### src/rtl/multicycle_pkg.sv
// multicycle_pkg: opcode, ALU, mux-select and state encodings shared by multicycle_control.
package multicycle_pkg;
  localparam logic [3:0] OP_HALT = 4'd0, OP_ADD = 4'd1, OP_SUB = 4'd2, OP_SPLIT = 4'd3,
                         OP_MOD2 = 4'd4, OP_INCR = 4'd5, OP_SET = 4'd6, OP_MUL = 4'd7,
                         OP_LOAD = 4'd8, OP_STORE = 4'd9, OP_BEQ = 4'd10, OP_JUMP = 4'd11,
                         OP_BNE = 4'd12;
  localparam logic [2:0] ALU_ADD = 3'b000, ALU_SUB = 3'b001, ALU_MUL = 3'b010,
                         ALU_SPLIT = 3'b100, ALU_MOD2 = 3'b101, ALU_INCR = 3'b110;
  localparam logic [1:0] PC_PLUS1 = 2'b00, PC_BRANCH = 2'b01, PC_JUMP = 2'b10;
  localparam logic [1:0] WB_ALU = 2'b00, WB_IMM = 2'b01, WB_MEM = 2'b10;
  typedef enum logic [2:0] {
    ST_FETCH, ST_DECODE, ST_EXEC, ST_MEM, ST_MUL_WAIT, ST_WB, ST_HALTED
  } state_e;
  typedef struct packed {
    logic       ir_write;
    logic       pc_write;
    logic [1:0] pc_sel;
    logic [2:0] alu_op;
    logic       mul_start;
    logic       incr_op;
    logic       mem_read;
    logic       mem_write;
    logic       reg_write;
    logic [1:0] wb_sel;
    logic       halt;
  } ctrl_t;
  function automatic logic [2:0] alu_of(input logic [3:0] op);
    case (op)
      OP_SUB, OP_BEQ, OP_BNE: alu_of = ALU_SUB;
      OP_SPLIT:               alu_of = ALU_SPLIT;
      OP_MOD2:                alu_of = ALU_MOD2;
      OP_INCR:                alu_of = ALU_INCR;
      OP_MUL:                 alu_of = ALU_MUL;
      default:                alu_of = ALU_ADD;
    endcase
  endfunction
endpackage

### src/rtl/mc_decode.sv
// mc_decode: combinational map of FSM state + registered opcode + ZERO to datapath controls.
module mc_decode
  import multicycle_pkg::*;
(
  input  state_e     state,
  input  logic [3:0] op,
  input  logic       zero,
  output ctrl_t      ctrl
);
  logic ex, wb, jump, taken;
  always_comb begin
    ex = state == ST_EXEC;
    wb = state == ST_WB;
    jump = ex && op == OP_JUMP;
    taken = ex && ((op == OP_BEQ && zero) || (op == OP_BNE && !zero));
    ctrl.ir_write = state == ST_FETCH;
    ctrl.pc_write = state == ST_FETCH || jump || taken;
    ctrl.pc_sel = jump ? PC_JUMP : taken ? PC_BRANCH : PC_PLUS1;
    ctrl.alu_op = (ex || wb) ? alu_of(op) : state == ST_MUL_WAIT ? ALU_MUL : ALU_ADD;
    ctrl.mul_start = ex && op == OP_MUL;
    ctrl.incr_op = (ex || wb) && op == OP_INCR;
    ctrl.mem_read = state == ST_MEM && op == OP_LOAD;
    ctrl.mem_write = state == ST_MEM && op == OP_STORE;
    ctrl.reg_write = wb;
    ctrl.wb_sel = !wb ? WB_ALU : op == OP_SET ? WB_IMM : op == OP_LOAD ? WB_MEM : WB_ALU;
    ctrl.halt = state == ST_HALTED;
  end
endmodule

### src/rtl/multicycle_control.sv
// multicycle_control: FETCH/DECODE/EXEC/MEM/WB sequencer with halt/resume,
// multiply watchdog and retired-instruction counter.
module multicycle_control
  import multicycle_pkg::*;
#(
  parameter int OPCODE_W    = 4,
  parameter int ALU_OP_W    = 3,
  parameter int MUL_TIMEOUT = 15,
  parameter int CNT_W       = 16
) (
  input  logic                CLK,
  input  logic                RESET_N,
  input  logic [OPCODE_W-1:0] OPCODE,
  input  logic                ZERO,
  input  logic                MUL_DONE,
  input  logic                MEM_READY,
  input  logic                RESUME,
  output logic                IR_WRITE,
  output logic                PC_WRITE,
  output logic [1:0]          PC_SEL,
  output logic [ALU_OP_W-1:0] ALU_OP,
  output logic                MUL_START,
  output logic                INCR_OP,
  output logic                MEM_READ,
  output logic                MEM_WRITE,
  output logic                REG_WRITE,
  output logic [1:0]          WB_SEL,
  output logic                HALT,
  output logic                FAULT,
  output logic                ILLEGAL,
  output logic [CNT_W-1:0]    RETIRED
);
  state_e              state_q, state_d;
  logic [OPCODE_W-1:0] op_q, op_d;
  logic [7:0]          wd_q, wd_d;
  logic                fault_q, fault_d;
  logic [CNT_W-1:0]    retired_q, retired_d;
  logic                retire, illegal, is_halt;
  logic [3:0]          op4;
  ctrl_t               c, g;
  assign op4 = op_q[3:0];
  assign is_halt = OPCODE == '0;
  assign illegal = state_q == ST_DECODE && OPCODE > OPCODE_W'(OP_BNE);
  always_comb begin
    state_d = state_q;
    op_d = op_q;
    fault_d = fault_q;
    retire = 1'b0;
    case (state_q)
      ST_FETCH: state_d = ST_DECODE;
      ST_DECODE: begin
        op_d = OPCODE;
        state_d = is_halt ? ST_HALTED : illegal ? ST_FETCH : ST_EXEC;
        retire = is_halt;
      end
      ST_EXEC: begin
        state_d = op4 == OP_MUL ? ST_MUL_WAIT
                : op4 inside {OP_LOAD, OP_STORE} ? ST_MEM
                : op4 inside {OP_BEQ, OP_BNE, OP_JUMP} ? ST_FETCH : ST_WB;
        retire = op4 inside {OP_BEQ, OP_BNE, OP_JUMP};
      end
      ST_MUL_WAIT: begin
        // A late MUL_DONE on the timeout cycle still completes the multiply.
        if (MUL_DONE) state_d = ST_WB;
        else if (wd_q + 8'd1 == 8'(MUL_TIMEOUT)) begin
          state_d = ST_HALTED;
          fault_d = 1'b1;
        end
      end
      ST_MEM: if (MEM_READY) begin
        state_d = op4 == OP_LOAD ? ST_WB : ST_FETCH;
        retire = op4 == OP_STORE;
      end
      ST_WB: begin
        state_d = ST_FETCH;
        retire = 1'b1;
      end
      ST_HALTED: if (RESUME) begin
        state_d = ST_FETCH;
        fault_d = 1'b0;
      end
      default: state_d = ST_FETCH;
    endcase
    wd_d = (state_q == ST_MUL_WAIT && state_d == ST_MUL_WAIT) ? wd_q + 8'd1 : 8'd0;
    retired_d = retired_q + CNT_W'(retire);
  end
  always_ff @(posedge CLK) begin
    if (!RESET_N) begin
      state_q <= ST_FETCH;
      op_q <= '0;
      wd_q <= '0;
      fault_q <= 1'b0;
      retired_q <= '0;
    end else begin
      state_q <= state_d;
      op_q <= op_d;
      wd_q <= wd_d;
      fault_q <= fault_d;
      retired_q <= retired_d;
    end
  end
  mc_decode u_decode (.state(state_q), .op(op4), .zero(ZERO), .ctrl(c));
  // Every output is forced low while reset is held, regardless of state.
  assign g = RESET_N ? c : '0;
  assign IR_WRITE = g.ir_write;
  assign PC_WRITE = g.pc_write;
  assign PC_SEL = g.pc_sel;
  assign ALU_OP = ALU_OP_W'(g.alu_op);
  assign MUL_START = g.mul_start;
  assign INCR_OP = g.incr_op;
  assign MEM_READ = g.mem_read;
  assign MEM_WRITE = g.mem_write;
  assign REG_WRITE = g.reg_write;
  assign WB_SEL = g.wb_sel;
  assign HALT = g.halt;
  assign FAULT = RESET_N && fault_q;
  assign ILLEGAL = RESET_N && illegal;
  assign RETIRED = RESET_N ? retired_q : '0;
endmodule

### config.mk
export PLATFORM = sky130hd
export DESIGN_NAME = multicycle_control
export DESIGN_NICKNAME = d
export VERILOG_FILES = /design/src/rtl/multicycle_pkg.sv /design/src/rtl/mc_decode.sv /design/src/rtl/multicycle_control.sv
export SDC_FILE = /design/constraint.sdc
export NUM_CORES = 1
export LEC_CHECK = 0
export CORE_MARGIN = 5
export CORE_UTILIZATION = 50
export DETAILED_ROUTE_END_ITERATION = 12
export PLACE_DENSITY = 0.82
export SYNTH_ARGS = -nofsm -noshare
export SYNTH_HDL_FRONTEND = slang
export SYNTH_SLANG_ARGS = --single-unit
### constraint.sdc
create_clock -name CLK -period 6.15 [get_ports CLK]
set_input_delay 0.615 -clock CLK [delete_from_list [all_inputs] [get_ports CLK]]
set_output_delay 0.615 -clock CLK [all_outputs]
set_load 0.01 [all_outputs]
# Word-level counts from Yosys, hierarchy flattened
# Cells that the tools add are included.
[totals]
regBits = 32
out_inout_bits = 33
word_cells = 82
[classes]
n_reduce_logical = 25
mux = 27
addsub = 2
order_cmp = 1
n_eq_ne = 22
[ops]
columns = ["cell", "count"]
rows = [
  ["2-to-1 mux 3 bit", 10],
  ["== test 4 bit (second input constant)", 5],
  ["case mux 3 bit (6 select lines)", 1],
  ["adder 16 x 1 -> 16 bit", 1],
  ["== test 4 x 3 -> 1 bit (second input constant)", 4],
  ["2-to-1 mux 16 bit", 1],
  ["2-to-1 mux 15 bit", 1],
  ["case mux 3 bit (5 select lines)", 1],
  ["== test 3 bit (second input constant)", 4],
  ["logical AND 1 bit", 12],
  ["2-to-1 mux 2 bit", 6],
  ["adder 8 x 1 -> 8 bit (second input constant)", 1],
  ["== test 4 x 2 -> 1 bit (second input constant)", 2],
  ["== test 8 x 4 -> 1 bit (second input constant)", 1],
  ["== test 3 x 2 -> 1 bit (second input constant)", 2],
  ["2-to-1 mux 1 bit", 5],
  ["> comparator 4 bit (second input constant)", 1],
  ["zero test 4 bit", 1],
  ["logical OR 1 bit", 4],
  ["!= test 2 bit (second input constant)", 2],
  ["case mux 1 bit (4 select lines)", 1],
  ["AND reduction 4 bit", 1],
  ["nonzero test 2 bit", 2],
  ["== test 3 x 1 -> 1 bit (second input constant)", 1],
  ["other kinds (7)", 7],
]

# Longest topological paths before layout
# Gate-level depths: netlist (run 1).
[logic_depth]
depth_word = 9
depth_mapped = 12
ltp_nobuf = 12

# Modules after synthesis
# A second synthesis (run 1) with hierarchy kept.
[unflattened]
hier_cells = 273
hier_area_um2 = 2159.6
[modules_own_cells]
columns = ["mod", "cells_per_inst", "area_per_inst_um2", "seq_area_each_um2", "n_inst"]
rows = [
  ["multicycle_control", 233, 1899.3, 640.6, 1],
  ["mc_decode", 40, 260.2, 0.0, 1],
]

# Least setup slack after synthesis (run 1)
# Ideal clock, no wire load.
[synth_path]
path_type = "input to register"
startpoint = "in OPCODE[0]"
endpoint = "reg retired_q[14]"
t_arrival_ps = 2388
required_ps = 6035
path_buffers = 0
path_stages = 12
setup_time_ps = 115
slack_ps = 3647
path_cell_list = "nor4_1 nor2_1 nor3_1 a31oi_1 o21ai_0 ha_1 ha_1 nand3_1 nor4_1 nand2_1 xnor2_1 and2_1"
[synth_via]
elab_chain_len = 3
[synth_rtl]
columns = ["element", "line", "text"]
rows = [
  ["from (decl)", "multicycle_control.sv:13", "input logic [OPCODE_W-1:0] OPCODE,"],
  ["zero test 4 bit", "multicycle_control.sv:42", "assign is_halt = OPCODE == '0;"],
  ["case mux 1 bit (4 select lines)", "multicycle_control.sv:49", "case (state_q)"],
  ["adder 16 x 1 -> 16 bit", "multicycle_control.sv:85", "retired_d = retired_q + CNT_W'(retire);"],
  ["to (signal assigned)", "multicycle_control.sv:99", "retired_q <= retired_d;"],
  ["to (decl)", "multicycle_control.sv:37", "logic [CNT_W-1:0] retired_q, retired_d;"],
]
# No other way between the ends.
# A chain may end at the register's enable or synchronous reset.

# Final worst setup path (run 1)
[layout_path]
startpoint = "in RESET_N"
endpoint = "out ALU_OP[0]"
[layout_via]
elab_chain_len = 1
[layout_rtl]
columns = ["element", "line", "text"]
rows = [
  ["from (decl)", "multicycle_control.sv:12", "input logic RESET_N,"],
  ["2-to-1 mux 15 bit", "multicycle_control.sv:104", "assign g = RESET_N ? c : '0;"],
  ["to (decl)", "multicycle_control.sv:21", "output logic [ALU_OP_W-1:0] ALU_OP,"],
]
# No other way between the ends.

==> results.json, run 1 <==
{
  "route.antenna.remaining_nets": 0,
  "drc_errors": 0,
  "ys_top_cells_by_count": "32 x dfxtp_1, 31 x and2_1, 29 x nor2_1",
  "place_hpwl_um": 3040,
  "setup_tns_ns": 0,
  "path_common_cell": "clkdlybuf4s50_1",
  "crit_family": "buffers and inverters",
  "synth_top_area_frac": 0.333,
  "period_needed_ns": 3.10,
  "yosys_warnings": 0,
  "syn_to_final_growth_pct": 27.6,
  "max_clock_freq_mhz": 323,
  "die_w_um": 72.1,
  "synth_top_area_cell": "dfxtp_1",
  "port_buffers": 42,
  "overflow": 0,
  "synth_most_common_cell": "dfxtp_1",
  "clock_skew_ns": 0.00745,
  "grtUsageTotal": 0.168,
  "drtPass1Iterations": 4,
  "powerDensity_mw_per_mm2": 207,
  "power.internal_w": 0.000358,
  "grt_start_max_net_pins": 52,
  "postCtsResizedCells": 0,
  "final_max_slew_viol_count": 0,
  "rsz0062_at_grt": "no",
  "core_mm2": 0.00369,
  "tightest_slew_ns": 0.550,
  "postCtsHoldBufs": 0,
  "async_reset_ff_frac": 0,
  "combPwrFrac": 0.199,
  "crit_chain": "clkdlybuf4s50_1 > buf_4 > o21ai_0 > a211oi_1 > clkdlybuf4s50_1",
  "vias": 1750,
  "dieHeight_um": 72.1,
  "insertion_delay_ns": 0.28,
  "ys_ff_latch": 32,
  "h-tree-depth": 2,
  "dp.cells": 327,
  "post_cts.repair.setup_buffers": 0,
  "crit_arrival_ns": 2.48,
  "synth_cell_type_count": 42,
  "power_frac_clock": 0.319,
  "crit_path_top_delay_cell": "clkdlybuf4s50_1",
  "critPathBufInv": 3,
  "drv_cap": 0,
  "nets": 300,
  "netSwitchingPower_w": 0.000152,
  "fin_cells": 335,
  "yosys_most_used_dff": "dfxtp_1",
  "design_area_mm2": 0.00246,
  "place.gp.congestion": 0.785,
  "grt_pass1_vias": 1540,
  "start_util": 0.522,
  "cp_slowest_stage_delay_ns": 0.57,
  "critPathKind": "input port to output port",
  "clockRootBuffer": "clkbuf_8",
  "cts_sinks": 32,
  "cp.required_ns": 5.53,
  "clk_path_buf_depth": 2,
  "seq_area_frac_synth": 0.333,
  "clk_pin_slew_worst_paths_ns": 0.06,
  "p_leak_nw": 0.951,
  "drt_iter0_drc": 142,
  "num_antenna_cells": 0,
  "dpl-instance-area_mm2": 0.00237,
  "fin_crit_sh": 0.504,
  "power_frac_seq": 0.482,
  "syn_inst": 247,
  "ir_worst_vdd_mv": 0.175,
  "syn-num-nets": 261,
  "io_pins": 43,
  "hold_violations": 0,
  "layout-drive-gt1-share": 0.0488,
  "crit_fanout": 51,
  "wl_per_cell_um": 12.2,
  "antenna_found_initial": 0,
  "ys_top_cells_by_area": "dfxtp_1 33%, and2_1 10%, xnor2_1 5.9%, nor2_1 5.7%, nand2_1 4.5%",
  "hold_path.class": "register to register",
  "fp.dieArea_mm2": 0.00519,
  "setup_viol": 0,
  "grt_pass1_wl_um": 7020,
  "setup.worst_path.start_class": "input port",
  "synthesis.area_mm2": 0.00193,
  "cts_tree": "yes",
  "synth.avg_cell_area_um2": 7.80,
  "outcome": "complete, no violations",
  "vias_per_cell": 5.22,
  "num-fill-cells": 318,
  "power.share.switching": 0.298,
  "rows": 22,
  "total_power_w": 0.000509,
  "end_kind": "output port",
  "wl_um": 4080,
  "cts_buffers": 5,
  "synth_edf_count": 0,
  "slew_headroom": 0.631
}
==> path summary, 6_finish.rpt <==
kind                          from                  endpoint  slack [ns]  depth (start not counted)
min           fault_q$_SDFFE_PN0P_      fault_q$_SDFFE_PN0P_        0.47                          2
max reg2reg  state_q[1]$_SDFF_PN0_  retired_q[14]$_SDFF_PN0_        3.40                         11
max                        RESET_N                 ALU_OP[0]        3.05                          5
min reg2reg   fault_q$_SDFFE_PN0P_      fault_q$_SDFFE_PN0P_        0.47                          2
==> worst min-delay path, delay by kind of cell (launching register included) <==
family	cells	cell delay [ns]
DFF	1	0.30
AOI/OAI and AO/OA	1	0.06
and+or+nand+nor	1	0.06
==> power groups by stage <==
| stage | Clock [W] | Combinational (W) | Sequential, W |
|---|---|---|---|
| after global placement | 0 | 0.000100 | 0.000249 |
| after floorplan | 0 | 0.0000895 | 0.000228 |
| after detailed placement | 0 | 0.000101 | 0.000249 |
| after global routing | 0.000180 | 0.000112 | 0.000248 |
| after CTS | 0.000168 | 0.000101 | 0.000245 |
| final | 0.000163 | 0.000101 | 0.000245 |
==> registers in the layout (all words and copies together), names as in the netlist <==
| signal | flops |
|---|---|
| retired_q | 16 |
| wd_q | 8 |
| op4 | 4 |
| state_q | 3 |
| fault_q | 1 |
==> metrics by stage <==
step	setup WS, ns	util	hold WS (ns)
floorplan	3.65	-	0.441
global placement	3.05	0.642	0.460
detailed placement	2.89	0.642	0.470
CTS	3.04	0.666	0.479
global route	2.87	0.666	0.498
finish	3.05	0.666	0.470
==> logic make-up after synthesis <==
| kind of cell | count (synthesis) | share of synthesized area |
|---|---|---|
| AOI/OAI and AO/OA | 29 | 0.0955 |
| xor gates and xnor gates | 20 | 0.0910 |
| adders and majority gates | 4 | 0.0260 |
| buffers and inverters | 21 | 0.0435 |
| DFF | 32 | 0.333 |
| muxes | 5 | 0.0266 |
| and+or+nand+nor | 136 | 0.385 |
==> per-layer routing <==
layer	GRT usage	wire, um
met3	0.0346	168
met1	0.232	2010
met5	0	0
met2	0.254	1850
met4	0.0689	51
==> final cells by class <==
class                      instances  area, um^2  area share
tap                               48        60.1      0.0244
inverter                          10        37.5      0.0153
clock buffer                       8        90.1      0.0367
timing repair buffer              43         428       0.174
multi-input combinational        194        1200       0.489
sequential                        32         641       0.261
==> placed cells by master, fill, tap and decap left out, types with 2 or more instances in the layout <==
cell / instances
nor4_1: 3
xor2_1: 7
nor2b_1: 10
a31oi_1: 2
o21ai_0: 7
and2_1: 31
a21oi_1: 8
nor2_1: 29
dfxtp_1: 32
clkdlybuf4s50_1: 42
clkbuf_1: 2
nor3_1: 7
mux2i_1: 4
clkbuf_8: 6
nand3_1: 9
xnor2_1: 13
ha_1: 4
nand2b_1: 8
and3_1: 4
a211oi_1: 2
nand4_1: 4
inv_1: 10
nand2_1: 23
Power figures use the tool's default switching activity.
==> run 2: changes to the inputs <==
- CORE_UTILIZATION: 50 -> 45
- PLACE_DENSITY: 0.82 -> 0.78
- clock period: 6.15 -> 2.6 ns (I/O delays scaled with it)
==> results.json, run 2 (synthesized netlist as in run 1, its figures left out) <==
{
  "insertion_delay_ns": 0.28,
  "cts_sinks": 32,
  "num-fill-cells": 353,
  "tightest_slew_ns": 0.431,
  "antenna_found_initial": 0,
  "nets": 319,
  "syn_to_final_growth_pct": 38.7,
  "cp_slowest_stage_delay_ns": 0.45,
  "die_w_um": 75.4,
  "largest_register_ffs": 16,
  "end_kind": "register",
  "setup_viol": 0,
  "period_needed_ns": 2.44,
  "max_clock_freq_mhz": 409,
  "core_mm2": 0.00409,
  "holdCritStartpoint": "fault_q$_SDFFE_PN0P_",
  "grtUsageTotal": 0.169,
  "slew_headroom": 0.709,
  "crit_fanout": 7,
  "route.antenna.remaining_nets": 0,
  "multiInputGateArea_mm2": 0.00126,
  "crit_family": "simple AND/OR/NAND/NOR gates",
  "grt_pass1_vias": 1705,
  "wl_um": 4590,
  "hold_path.class": "register to register",
  "final_max_slew_viol_count": 0,
  "final_common_cell": "clkdlybuf4s50_1",
  "wl_per_cell_um": 12.9,
  "timing.rr.start": "state_q[0]$_SDFF_PN0_",
  "crit_chain": "inv_1 > nor3_2 > nand2_1 > o21ai_0 > ha_2 > ha_1 > nand3_2 > buf_4 > nor2_2 > nand4_1 > xnor2_1 > and2_1",
  "dieHeight_um": 75.4,
  "cts_tree": "yes",
  "num_antenna_cells": 0,
  "clk_path_buf_depth": 2,
  "fin_crit_sh": 0.940,
  "drt_iter0_drc": 112,
  "overflow": 0,
  "start_util": 0.471,
  "clockRootBuffer": "clkbuf_8",
  "place.gp.congestion": 0.837,
  "p_leak_nw": 1.07,
  "critPathBufInv": 2,
  "io_pins": 43,
  "cp.required_ns": 2.78,
  "top_register": "retired_q",
  "h-tree-depth": 2,
  "layout-drive-gt1-share": 0.134,
  "layout.area.seq_um2": 641,
  "whs_ns": 0.462,
  "powerDensity_mw_per_mm2": 482,
  "outcome": "complete, no violations",
  "layout_common_cells": "42 x clkdlybuf4s50_1, 32 x dfxtp_1, 31 x and2_1, 27 x nor2_1, 23 x nand2_1",
  "crit_path_top_delay_cell": "dfxtp_1",
  "rows": 23,
  "port_buffers": 42,
  "drc_errors": 0,
  "drtPass1Iterations": 4,
  "cts_buffers": 5,
  "vias_per_cell": 5.18,
  "dp.cells": 347,
  "ir_worst_vdd_mv": 0.422,
  "fp.dieArea_mm2": 0.00569,
  "clock_skew_ns": 0.00597,
  "setup.worst_path.start_class": "register",
  "grt_start_max_net_pins": 44,
  "postCtsHoldBufs": 0,
  "startpoint": "state_q[0]$_SDFF_PN0_",
  "hold_violations": 0,
  "critPathKind": "register to register",
  "vias": 1845,
  "place_hpwl_um": 3350,
  "grt_pass1_wl_um": 7580,
  "drv_cap": 0,
  "fin_cells": 356,
  "crit_arrival_ns": 2.62,
  "clk_pin_slew_worst_paths_ns": 0.07
}
## run 2: cell types whose count changed in the layout (fill, tap and decap cells not counted), sizes merged
cell / before / now
buf: 1 / 20
## run 2: report_power, final
| group | leakage [nW] | total (W) | switching [W] | internal (W) |
|---|---|---|---|---|
| Sequential | 0.259 | 0.000536 | 0.0000219 | 0.000515 |
| Clock | 0.0455 | 0.000391 | 0.000175 | 0.000216 |
| Combinational | 0.766 | 0.000360 | 0.000195 | 0.000165 |
| Total | 1.07 | 0.00129 | 0.000392 | 0.000895 |
## run 2: layer usage
layer | part of all wire | track usage | vias to the layer above
met5 | 0 | 0 | -
met4 | 0.0081 | 0.0350 | 0
met3 | 0.054 | 0.0501 | 4
met2 | 0.48 | 0.267 | 47
met1 | 0.46 | 0.230 | 852
li1 | - | - | 942
## run 2: area by class of cell
type,count,share of cell area
multi-input combinational,194,0.470
sequential,32,0.240
timing repair buffer,62,0.218
clock buffer,8,0.0337
tap,50,0.0234
inverter,10,0.0141
## run 2: worst paths after layout
kind | endpoint | slack (ns) | cells past startpoint
max | retired_q[8]$_SDFF_PN0_ | 0.16 | 12
min | fault_q$_SDFFE_PN0P_ | 0.46 | 2
max reg2reg | retired_q[8]$_SDFF_PN0_ | 0.16 | 12
min reg2reg | fault_q$_SDFFE_PN0P_ | 0.46 | 2
## run 2: what timing repair did
item                                    CTS  global route
endpoints found under the setup margin    0            13
buffers inserted                          0             1
gates resized for setup                   0            11
## run 2: tightest hold or removal path: stages, from the launching register on
cell,delay [ns]
dfxtp_1,0.30
nand2_1,0.06
a2bb2oi_1,0.06
## run 2: through the flow
stage	utilization	setup TNS, ns	instance area, um^2	setup WS, ns	total power (W)
floorplan	-	0	1930	0.278	0.000752
global placement	0.616	-0.389	2520	-0.0739	0.000886
detailed placement	0.616	-1.84	2520	-0.230	0.000891
CTS	0.638	0	2610	0.0471	0.00128
global route	0.653	-0.0349	2670	-0.0349	0.00136
finish	0.653	0	2670	0.157	0.00129
==> patch (flow settings as in run 2) <==
Take the reset off `op_q` and load it in a clocked block of its own.
--- a/src/rtl/multicycle_control.sv
+++ b/src/rtl/multicycle_control.sv
@@ -87,17 +87,19 @@
   always_ff @(posedge CLK) begin
     if (!RESET_N) begin
       state_q <= ST_FETCH;
-      op_q <= '0;
       wd_q <= '0;
       fault_q <= 1'b0;
       retired_q <= '0;
     end else begin
       state_q <= state_d;
-      op_q <= op_d;
       wd_q <= wd_d;
       fault_q <= fault_d;
       retired_q <= retired_d;
     end
+  end
+
+  always_ff @(posedge CLK) begin
+    op_q <= op_d;
   end
   mc_decode u_decode (.state(state_q), .op(op4), .zero(ZERO), .ctrl(c));
   // Every output is forced low while reset is held, regardless of state.
Behaviour: same outputs for any inputs over 10 cycles, from zero or initial values and one cycle with RESET_N low; that may be too few to reach the edited logic, so the function may still have changed.
==> patch against run 2 <==
Sequential cell count unchanged. Worst setup slack better by 0.036 ns. Via count down 3.4%. Wire length down 6.2%. First-iteration DRC count up 21%. Power up 28%. Cell count down 4.2%. Non-clock buffer count down 5. Area after synthesis up 0.97%. Final area down 0.84%. Highest routed layer unchanged.
==> patch: results (changes against run 2) <==
combinational power share=30.6% (+2.6 points); first element of the critical path=state_q[2]; top cells by area, synth=dfxtp_1, and2_1, edfxtp_1; Clock Skews=0.0105 ns (+0.00453 ns); Hold Path Stages=1 (-1); LEAKAGE=1.00 nW (-6.4%); synth unique cells=45 (+7.1%); GP Congestion=0.896 (+7.1%); hold_sp=wd_q[0]; worst hold path endpoint=wd_q[0]; Fillers=402 (+14%); number of global-route vias before repair=1583 (-7.2%); Net Sw Frac=30.7% (+0.22 points); reg2reg start=state_q[2]; vias post-DR=1783 (-3.4%); arrival time worst endpoint=2.58 ns (-0.04 ns); Tot GR Track Use=15.6% (-1.3 points); slowest stage delay, CP=0.37 ns (-0.08 ns); P per Cell Area=621 nW/um^2 (+29%); syn nets=249 (-4.6%); CP max-delay cell=or3_1; status=completed; detailed placement HPWL=3270 um (-2.5%); Synth top cells by count=and2_1, dfxtp_1, nor2_1; largest net degree at the start of global routing=34 (-23%); CP top delay family=simple AND/OR/NAND/NOR gates; Max FO, Critical Path=6 (-1); Worst-Margin Slew=0.387 ns (-0.0447 ns); Hold WS=0.511 ns (+0.0490 ns); Worst IR Drop VDD=495 uV (+17%); Seq pwr share=38.0% (-3.7 points); sequential share of the synthesized area=35.0% (+1.7 points); clock buffer depth=2 (unchanged); Final nets=302 (-5.3%); clock slew at reported path FFs=0.07 ns (about the same); fin util=62.1% (-3.3 points); global-route wire length before repair=7020 um (-7.4%); DR iter-0 viols=135 (+21%); share of cells above drive strength 1=12.5% (-0.94 points); R2R Setup Slk=0.19 ns (+0.04 ns)
## patch: cell count changes after synthesis, sizes merged, moves of 5 or more
cell and change:
or3 +7, inv -6, nor2b -5, nand2 -5, nor2 -9
## patch: what timing repair did
action	CTS	global route
buffers inserted	0	1
gates resized for setup	0	6
endpoints found under the setup margin	0	13
## patch: final cells by class
cell class,count,area share (%)
repair buffers,57,20.3
clock inverters,1,1.13
well taps,52,2.46
flip-flops and latches,32,25.8
inverters,4,0.567
clock buffers,7,3.64
multi-input cells,188,46.1
## patch: per-layer routing
layer / vias to the layer above / track usage, % / share of wire [%]
met1: 804 / 20.1 / 46
met4: 0 / 4.08 / 1.2
met2: 40 / 26.0 / 48
met3: 6 / 4.09 / 5.0
met5: - / 0 / 0
li1: 933 / - / -
## patch: worst reg2reg max path, cell delays in order, from the launching register on
cell	delay (ns)
dfxtp_1	0.35
nand3b_1	0.22
or3_1	0.37
a21oi_1	0.14
o21ai_0	0.10
nand2_1	0.09
ha_2	0.18
ha_1	0.15
and2_0	0.15
buf_4	0.14
nand4_1	0.11
xnor2_1	0.14
and2_1	0.15
## patch: cells by family after synthesis
group | after synthesis | synth area share, %
compound gates | 35 | 12.8
xor+xnor | 17 | 7.66
fa+ha+maj | 4 | 2.57
buf+inv | 15 | 2.96
flops | 32 | 35.0
mux | 1 | 0.579
simple gates | 131 | 38.4
## patch: per-stage QoR
| stage | std cells | setup WS [ns] |
|---|---|---|
| global route | 341 | 0.00367 |
| floorplan | 235 | 0.242 |
| CTS | 340 | 0.0998 |
| global placement | 332 | 0.0779 |
| detailed placement | 332 | 0.0169 |
| finish | 341 | 0.193 |
